`config.mk`:
```
export PLATFORM = sky130hd
export DESIGN_NAME = core_apb_bridge
export DESIGN_NICKNAME = d
export VERILOG_FILES = /design/src/rtl/core_apb_bridge.sv
export SDC_FILE = /design/constraint.sdc
export NUM_CORES = 1
export LEC_CHECK = 0
export ABC_AREA = 1
export BUFFER_PORTS_ARGS = -buffer_cell sky130_fd_sc_hd__buf_2
export CORE_UTILIZATION = 31
export DETAILED_ROUTE_END_ITERATION = 6
export PLACE_DENSITY = 0.63
export SYNTH_ARGS = -nofsm -noshare
export SYNTH_HDL_FRONTEND = slang
export SYNTH_SLANG_ARGS = --single-unit
```
`constraint.sdc`:
```
create_clock -name clk -period 1.8 [get_ports clk]
set_input_delay 0.54 -clock clk [delete_from_list [all_inputs] [get_ports clk]]
set_output_delay 0.54 -clock clk [all_outputs]
set_load 0.02 [all_outputs]
```
`src/rtl/core_apb_bridge.sv`:
```
// rtl/core_apb_bridge.sv - core memory port to APB4 bridge with lane steering, decode and timeout
module core_apb_bridge #(
  parameter int ADDR_W  = 32,
  parameter int DATA_W  = 32,
  parameter int NSLV    = 4,
  parameter int SEL_LSB = 12,
  parameter int TIMEOUT = 16
) (
  input  logic                   clk,
  input  logic                   reset_n,
  input  logic                   mem_en,
  input  logic                   mem_we,
  input  logic [ADDR_W-1:0]      mem_adr,
  input  logic [DATA_W-1:0]      mem_wdata,
  input  logic [1:0]             mem_len,
  output logic [DATA_W-1:0]      mem_rdata,
  output logic                   mem_ready,
  output logic                   mem_err,
  output logic [NSLV-1:0]        psel,
  output logic                   penable,
  output logic                   pwrite,
  output logic [ADDR_W-1:0]      paddr,
  output logic [DATA_W-1:0]      pwdata,
  output logic [DATA_W/8-1:0]    pstrb,
  input  logic [NSLV*DATA_W-1:0] prdata,
  input  logic [NSLV-1:0]        pready,
  input  logic [NSLV-1:0]        pslverr
);

  localparam int NB = DATA_W / 8;
  localparam int LW = $clog2(NB);
  localparam int SW = (NSLV > 1) ? $clog2(NSLV) : 1;
  localparam int CW = (TIMEOUT > 0) ? $clog2(TIMEOUT + 1) : 1;

  typedef enum logic [1:0] {IDLE, SETUP, ACCESS, DONE} state_t;
  state_t state, state_nx;

  logic [SW-1:0]     sidx, sidx_q;
  logic [LW-1:0]     off, off_q;
  logic [1:0]        len_q;
  logic [CW-1:0]     cnt_q;
  logic              err_q;
  logic              req_bad;
  logic              timeout_hit;
  logic [DATA_W-1:0] wdata_st;
  logic [NB-1:0]     strb_st;
  logic              sel_rdy, sel_err;
  logic [DATA_W-1:0] sel_rdata, rd_shift, rd_mask;
  logic [NSLV-1:0]   psel_dec;

  // Request decode and write lane steering, evaluated on the live request in IDLE
  always_comb begin
    sidx     = mem_adr[SEL_LSB +: SW];
    off      = mem_adr[LW-1:0];
    req_bad  = (mem_len == 2'b11)
             | ((mem_len == 2'b01) & mem_adr[0])
             | ((mem_len == 2'b10) & (|mem_adr[1:0]))
             | (32'(sidx) >= NSLV);
    wdata_st = '0;
    strb_st  = '0;
    case (mem_len)
      2'b00: begin
        wdata_st = {(DATA_W/8){mem_wdata[7:0]}};
        strb_st  = NB'(1) << off;
      end
      2'b01: begin
        wdata_st = {(DATA_W/16){mem_wdata[15:0]}};
        strb_st  = NB'(3) << off;
      end
      default: begin
        wdata_st = {(DATA_W/32){mem_wdata[31:0]}};
        strb_st  = NB'(15) << off;
      end
    endcase
  end

  // Only the addressed slave's handshake and data are ever observed
  always_comb begin
    sel_rdy   = 1'b0;
    sel_err   = 1'b0;
    sel_rdata = '0;
    psel_dec  = '0;
    for (int i = 0; i < NSLV; i++) begin
      if (sidx_q == SW'(i)) begin
        sel_rdy     = pready[i];
        sel_err     = pslverr[i];
        sel_rdata   = prdata[i*DATA_W +: DATA_W];
        psel_dec[i] = 1'b1;
      end
    end
    rd_shift = sel_rdata >> {off_q, 3'b000};
    rd_mask  = '0;
    case (len_q)
      2'b00:   rd_mask[7:0]  = '1;
      2'b01:   rd_mask[15:0] = '1;
      default: rd_mask[31:0] = '1;
    endcase
  end

  assign timeout_hit = (TIMEOUT != 0) && (cnt_q == CW'(TIMEOUT));

  always_comb begin
    state_nx  = state;
    psel      = '0;
    penable   = 1'b0;
    mem_ready = 1'b0;
    mem_err   = 1'b0;
    case (state)
      IDLE:   if (mem_en) state_nx = req_bad ? DONE : SETUP;
      SETUP: begin
        psel     = psel_dec;
        state_nx = ACCESS;
      end
      ACCESS: begin
        psel    = psel_dec;
        penable = 1'b1;
        if (sel_rdy || timeout_hit) state_nx = DONE;
      end
      DONE: begin
        mem_ready = 1'b1;
        mem_err   = err_q;
        state_nx  = IDLE;
      end
      default: state_nx = IDLE;
    endcase
  end

  always_ff @(posedge clk or negedge reset_n) begin
    if (!reset_n) begin
      state     <= IDLE;
      sidx_q    <= '0;
      off_q     <= '0;
      len_q     <= '0;
      cnt_q     <= '0;
      err_q     <= 1'b0;
      pwrite    <= 1'b0;
      paddr     <= '0;
      pwdata    <= '0;
      pstrb     <= '0;
      mem_rdata <= '0;
    end else begin
      state <= state_nx;
      case (state)
        IDLE: if (mem_en) begin
          err_q     <= req_bad;
          mem_rdata <= '0;
          sidx_q    <= sidx;
          off_q     <= off;
          len_q     <= mem_len;
          // APB fields only move on an accepted request, so they stay stable through ACCESS
          if (!req_bad) begin
            pwrite <= mem_we;
            paddr  <= {mem_adr[ADDR_W-1:LW], {LW{1'b0}}};
            pwdata <= mem_we ? wdata_st : '0;
            pstrb  <= mem_we ? strb_st : '0;
          end
        end
        SETUP: cnt_q <= '0;
        ACCESS: begin
          if (sel_rdy) begin
            err_q <= sel_err;
            if (!pwrite && !sel_err) mem_rdata <= rd_shift & rd_mask;
          end else if (timeout_hit) begin
            err_q <= 1'b1;
          end else begin
            cnt_q <= cnt_q + 1'b1;
          end
        end
        default: ;
      endcase
    end
  end

endmodule

```
==> key figures, run 1 <==
Status
  • Status: finished, violations left
  • Failing checks: setup timing

STA
  • Final hold violation count: 0
  • Worst clock skew: 0.0136 ns
  • Setup Viol. Count Final: 27
  • Hold Slack: 0.0277 ns
  • Period utilization: 1.09
  • RSZ-0062 raised after global routing: yes
  • Peak Freq: 510 MHz
  • Setup slack after layout: -0.161 ns
  • Least-Margin Pin Slew: 0.629 ns
  • Fin. max-slew vios: 0
  • Min cycle time layout: 1.96 ns
  • Worst slew margin: 0.580

Logic synthesis
  • Post-synth EDFFs: 0
  • Average size of a mapped cell: 7.13 um2
  • Cell area after synthesis: 6480 um2
  • Synth Instances: 908
  • Yosys reg bits: 113
  • Yosys cell types: 32
  • Dominant synthesized flop cell: dfrtp_1
  • Synthesis warning total: 0
  • FFs w/ async S/R, synth: 1.00
  • Post-synthesis sequential area ratio: 0.437

Routing
  • Routed wire length: 25700 um
  • Antenna viol nets, final: 0
  • Avg WL per Cell: 16.7 um
  • First-pass iteration count of the detailed router: 4
  • Via/cell ratio: 4.88
  • DR iter-0 viols: 316
  • Via count: 7518
  • Remaining DRCs: 0

Floorplan
  • I/O pin cnt: 314
  • Chip width: 147 um
  • Row cnt: 52
  • Starting Density: 0.318
  • Die area: 21500 um2
  • Die height: 147 um
  • Core Region: 20400 um2

Clock network
  • Root Driver: clkbuf_16
  • CTS Buffer Depth: 2
  • Clock insertion delay at the later pin of the skew report: 0.42 ns
  • Clock sinks: 113
  • Inserted Clock Buffers: 17
  • Clock H-tree levels: 4
  • CTS tree: done
  • Worst-path clk slew: 0.06 ns

Layout
  • # fillers: 1918
  • Highest-count cells in the layout ignoring fill and taps: 303 x buf_2, 290 x nand2_1, 112 x dfrtp_1
  • Layout cells sized above 1: 0.480
  • Layout Utilization: 0.515
  • Commonest non-fill, non-tap cell in the layout: buf_2
  • Post-route insts no fill: 1541
  • NumNets Final: 1470
  • ANT cells: 0
  • Area Growth Syn to Fin: 61.9%

Hold path
  • Hold Path Class: in -> async

Placed design
  • Post-DP HPWL: 17800 um
  • Inst Count DP: 1480
  • Final Wtd Congestion: 0.851
  • DP Worst Slack: -0.0427 ns
  • Port-buffer cells: 311

Setup path
  • Reg2reg setup slack: -0.07 ns
  • Critical path capture point type: output pin
  • Startpoint Class: flop
  • Critical Path AT: 1.42 ns
  • Reg-to-Reg Start: sidx_q[1]
  • Crit-path max FO: 5
  • Reg-to-Reg End: mem_rdata[3]
  • CP required: 1.26 ns
  • R2R depth: 12
  • Crit Path Category: reg -> out

Global route
  • Vias in the first global route: 6991
  • First-pass GRT wire length: 36600 um
  • Initial antenna violation count: 0
  • Total grt overflow: 0
  • GRT Util Overall: 0.220
  • Pin count of the biggest net entering global routing: 43

Run
  • Max cap viols: 0

Power and ir drop
  • Lkg Pwr: 5.68 nW
  • Cell area power density: 1830 nW/um2
  • Maximum VDD drop: 740 uV
-- worst max-delay path, stage by stage (launching register included) --
cell and delay, ns:
dfrtp_1 0.36, inv_2 0.06, ha_4 0.26, inv_4 0.05, nor3_2 0.10, buf_4 0.17
-- cell type report --
| type | count | area (um2) | area share |
|---|---|---|---|
| Clock buffer | 18 | 439 | 0.0419 |
| Clock inverter | 14 | 156 | 0.0149 |
| Inverter | 71 | 272 | 0.0259 |
| Multi-Input combinational cell | 675 | 3990 | 0.381 |
| Sequential cell | 113 | 2830 | 0.270 |
| Tap cell | 270 | 338 | 0.0322 |
| Timing Repair Buffer | 380 | 2460 | 0.234 |
-- metrics by stage --
| step | setup TNS (ns) | power (mW) | area, um2 |
|---|---|---|---|
| floorplan | 0 | 9.34 | 6480 |
| global placement | 0 | 12.5 | 8580 |
| detailed placement | -0.0487 | 12.6 | 8580 |
| CTS | -0.934 | 16.5 | 9340 |
| global route | -4.60 | 20.4 | 10500 |
| finish | -1.65 | 19.2 | 10500 |
-- where the power goes --
group          switching [mW]  total, mW  internal [mW]
sequential              0.604       4.14           3.54
combinational            7.08       11.7           4.58
clock                    1.33       3.42           2.09
-- sequential cells by signal (all words and copies together), names as in the netlist --
name / count
paddr: 30
pwrite: 1
len_q: 2
state: 2
pstrb: 4
err_q: 1
cnt_q: 5
sidx_q: 2
mem_rdata: 32
pwdata: 32
off_q: 2
-- cell usage after synthesis (5+ instances only) --
library cell,count,area share
or2_2,20,0.019
ha_1,6,0.012
dfrtp_1,113,0.44
buf_4,10,0.012
buf_2,17,0.013
nor2_4,5,0.0087
o221ai_1,8,0.011
o21ai_0,98,0.076
nand2_1,345,0.20
o21ai_1,12,0.0093
a21oi_1,5,0.0039
nand3b_1,7,0.0081
inv_1,64,0.037
clkbuf_1,17,0.0099
nand3_1,120,0.093
inv_2,7,0.0041
nand4_1,6,0.0058
nor2_1,23,0.013
-- what timing repair did --
| action | CTS | global route |
|---|---|---|
| resized for setup | 26 | 202 |
| hold buffers | 0 | 0 |
| setup buffers | 7 | 16 |
| setup endpoints to repair | 12 | 41 |
| pin swaps | 2 | 81 |
| gates cloned | 0 | 7 |
-- routing by layer --
layer / up-vias / track usage / routed length (um)
li1: 3627 / - / -
met1: 3549 / 0.263 / 10400
met2: 303 / 0.369 / 12700
met3: 39 / 0.0659 / 1960
met4: 0 / 0.0870 / 692
met5: - / 0 / 0
-- how the worst max path moves through the flow --
stage | cells past startpoint | slack (ns) | start | end
after floorplan | 3 | 0.05 | sidx_q[1] | psel[1]
after global placement | 9 | 0.0009 | pready[1] | mem_rdata[20]
after detailed placement | 10 | -0.04 | state[1] | mem_rdata[20]
after CTS | 5 | -0.22 | state[1] | psel[0]
after global routing | 5 | -0.25 | state[0] | psel[0]
final | 5 | -0.16 | state[1] | psel[0]
-- cells by family after synthesis --
logic type	Yosys count	synth area share
AND/OR/NAND/NOR	537	0.362
buffers and inverters	122	0.0825
other	1	0.000579
adder cells (fa/ha/maj)	6	0.0116
flip-flops	113	0.437
AO/OA/AOI/OAI	127	0.104
XOR/XNOR	2	0.00271
No activity file was read; power rests on OpenSTA's default activity.
==> run 2, diff against run 1 <==
--- a/config.mk
+++ b/config.mk
@@ -6,10 +6,10 @@
 export NUM_CORES = 1
 export LEC_CHECK = 0
 export ABC_AREA = 1
-export BUFFER_PORTS_ARGS = -buffer_cell sky130_fd_sc_hd__buf_2
 export CORE_UTILIZATION = 31
 export DETAILED_ROUTE_END_ITERATION = 6
-export PLACE_DENSITY = 0.63
+export DONT_BUFFER_PORTS = 1
+export PLACE_DENSITY = 0.53
 export SYNTH_ARGS = -nofsm -noshare
 export SYNTH_HDL_FRONTEND = slang
 export SYNTH_SLANG_ARGS = --single-unit
==> run 2 against run 1 <==
Net effect:
- the run ends with hold timing, setup timing left
- clock-buffer cell count shrank 1
- register-to-register slack got worse by 0.02 ns
- die area did not move
- sequential cell count unchanged
- cell area shrank 14%
- hold slack got worse by 0.20 ns
- sequential share of layout area rose by 4.5 points
- sequential power increased by 33%
- utilization down 7.3 points
==> key figures, run 2 (synthesis gave the netlist of run 1 again) <==
Status
  • Status: finished, violations left (unchanged)
  • Failing checks: hold timing, setup timing (was setup timing)

Layout
  • Layout cells sized above 1: 0.294 (was 0.480)
  • Largest regs: mem_rdata: 32 flops, pwdata: 32 flops, paddr: 30 flops (unchanged)
  • Fin area: 8990 um2 (was 10500 um2)
  • Highest-count cells in the layout ignoring fill and taps: 305 x nand2_1, 111 x dfrtp_1, 89 x o21ai_0 (was 303 x buf_2, 290 x nand2_1, 112 x dfrtp_1)
  • # fillers: 2044 (was 1918)
  • Post-route insts no fill: 1241 (was 1541)
  • Commonest non-fill, non-tap cell in the layout: nand2_1 (was buf_2)
  • Register Area: 2830 um2 (about the same)
  • Layout Utilization: 0.441 (was 0.515)
  • Area Growth Syn to Fin: 38.8% (was 61.9%)
  • NumNets Final: 1169 (was 1470)
  • Multi-input logic area: 3930 um2 (was 3990 um2)

Clock network
  • Clock insertion delay at the later pin of the skew report: 0.42 ns (about the same)
  • Inserted Clock Buffers: 17 (unchanged)
  • Clock sinks: 113 (unchanged)
  • Root Driver: clkbuf_16 (unchanged)
  • CTS Buffer Depth: 2 (unchanged)
  • Clock H-tree levels: 4 (unchanged)
  • CTS tree: done (unchanged)
  • Worst-path clk slew: 0.06 ns (about the same)

Setup path
  • CP delay by family, top: buffers and inverters (was flip-flops)
  • Critical Path AT: 1.51 ns (was 1.42 ns)
  • Startpoint Class: flop (unchanged)
  • CP max stage delay: 0.36 ns (about the same)
  • Critical path capture point type: output pin (unchanged)
  • Buf/Inv on CP: 4 (was 3)
  • CP required: 1.26 ns (about the same)
  • CP cell instances: inv_2, ha_4, inv_4, nor3_2, buf_4, buf_6 (was inv_2, ha_4, inv_4, nor3_2, buf_4)
  • Crit Path Category: reg -> out (unchanged)
  • CP startpoint: state[1] (unchanged)
  • Reg-to-Reg Start: sidx_q[1] (unchanged)
  • Reg2reg setup slack: -0.09 ns (was -0.07 ns)
  • Crit-path max FO: 4 (was 5)
  • Slowest cell on crit path: dfrtp_1 (unchanged)

Floorplan
  • I/O pin cnt: 314 (unchanged)
  • Row cnt: 52 (unchanged)
  • Die area: 21500 um2 (unchanged)
  • Die height: 147 um (unchanged)
  • Core Region: 20400 um2 (unchanged)
  • Starting Density: 0.318 (unchanged)
  • Chip width: 147 um (unchanged)

STA
  • Setup slack after layout: -0.246 ns (was -0.161 ns)
  • Worst slew margin: 0.498 (was 0.580)
  • Fin. max-slew vios: 0 (unchanged)
  • Final hold violation count: 113 (was 0)
  • Hold Slack: -0.176 ns (was 0.0277 ns)
  • Least-Margin Pin Slew: 0.752 ns (was 0.629 ns)
  • Setup TNS: -1.29 ns (was -1.65 ns)
  • Min cycle time layout: 2.05 ns (was 1.96 ns)
  • Worst clock skew: 0.0133 ns (was 0.0136 ns)
  • Period utilization: 1.14 (was 1.09)
  • RSZ-0062 raised after global routing: yes (unchanged)
  • Setup Viol. Count Final: 17 (was 27)
  • Peak Freq: 489 MHz (was 510 MHz)

Routing
  • Antenna viol nets, final: 0 (unchanged)
  • Met3 routed WL: 2350 um (was 1960 um)
  • Via/cell ratio: 5.13 (was 4.88)
  • Via count: 6369 (was 7518)
  • Routed wire length: 25400 um (was 25700 um)
  • Metal-1 WL: 10000 um (was 10400 um)
  • Met2 Routed Length: 12200 um (was 12700 um)
  • First-pass iteration count of the detailed router: 5 (was 4)
  • Remaining DRCs: 0 (unchanged)
  • Top routing layer in use: met4 (unchanged)
  • DR iter-0 viols: 318 (was 316)
  • Avg WL per Cell: 20.5 um (was 16.7 um)

Global route
  • Initial antenna violation count: 1 (was 0)
  • GRT Util Overall: 0.223 (was 0.220)
  • First-pass GRT wire length: 35700 um (was 36600 um)
  • Total grt overflow: 0 (unchanged)
  • Vias in the first global route: 6033 (was 6991)
  • Pin count of the biggest net entering global routing: 114 (was 43)

Placed design
  • Port-buffer cells: 0 (was 311)
  • DP Worst Slack: 0.0216 ns (was -0.0427 ns)
  • Final Wtd Congestion: 0.852 (was 0.851)
  • Post-Place Cell Area: 7090 um2 (was 8580 um2)
  • Inst Count DP: 1178 (was 1480)
  • Post-DP HPWL: 17900 um (was 17800 um)

Power and ir drop
  • Comb power frac: 0.500 (was 0.606)
  • Maximum VDD drop: 676 uV (was 740 uV)
  • Net Sw Frac: 0.469 (about the same)
  • Pwr Total: 18.5 mW (was 19.2 mW)
  • Sequential share of power: 0.298 (was 0.216)
  • Net Sw Power: 8.70 mW (was 9.01 mW)
  • Lkg Pwr: 4.41 nW (was 5.68 nW)
  • Clock power frac: 0.202 (was 0.178)
  • Cell Int Power: 9.83 mW (was 10.2 mW)
  • Cell area power density: 2060 nW/um2 (was 1830 nW/um2)

Hold path
  • Hold Path Class: in -> async (unchanged)

Run
  • Max cap viols: 0 (unchanged)
==> run 2: cell types whose count changed in the layout (fill, tap and decap cells not counted), sizes merged, moves of 2 or more <==
| cell | change |
|---|---|
| buf | -302 |
| bufinv | +2 |
| clkinv | -2 |
| clkinvlp | -4 |
| inv | +5 |
==> run 2: worst paths after layout <==
kind | cells after the start | to
setup / recovery | 6 | psel[1]
hold reg to reg | 2 | len_q[0]
max in group asynchronous | 0 | mem_rdata[14]
hold / removal | 0 | cnt_q[3]
min in group clk | 2 | paddr[20]
setup reg to reg | 13 | mem_rdata[15]
==> run 2: cell type report <==
type / instances / area share
Timing Repair Buffer: 80 / 0.109
Sequential cell: 113 / 0.315
Clock buffer: 17 / 0.0473
Tap cell: 270 / 0.0376
Clock inverter: 15 / 0.0242
Multi-Input combinational cell: 674 / 0.437
Inverter: 71 / 0.0302
Antenna cell: 1 / 0.000278
==> run 2: power groups by stage <==
stage / logic, mW / registers, mW / clock network, mW
floorplan: 4.20 / 5.13 / 0
global placement: 6.32 / 5.56 / 0
detailed placement: 6.40 / 5.54 / 0
CTS: 6.96 / 5.53 / 3.81
global route: 10.1 / 5.61 / 3.90
finish: 9.27 / 5.52 / 3.74
==> run 2: metal layers <==
metal	global-route usage	vias up
li1	-	3027
met1	0.263	2978
met2	0.365	318
met3	0.0816	46
met4	0.0891	0
met5	0	-
==> run 2: what timing repair did <==
item | 4_1_cts | 5_1_grt
hold endpoints to repair | 113 | 113
endpoints found under the setup margin | 7 | 34
pin swaps | 5 | 82
gates cloned | 1 | 7
setup buffers | 6 | 17
resized for setup | 38 | 163
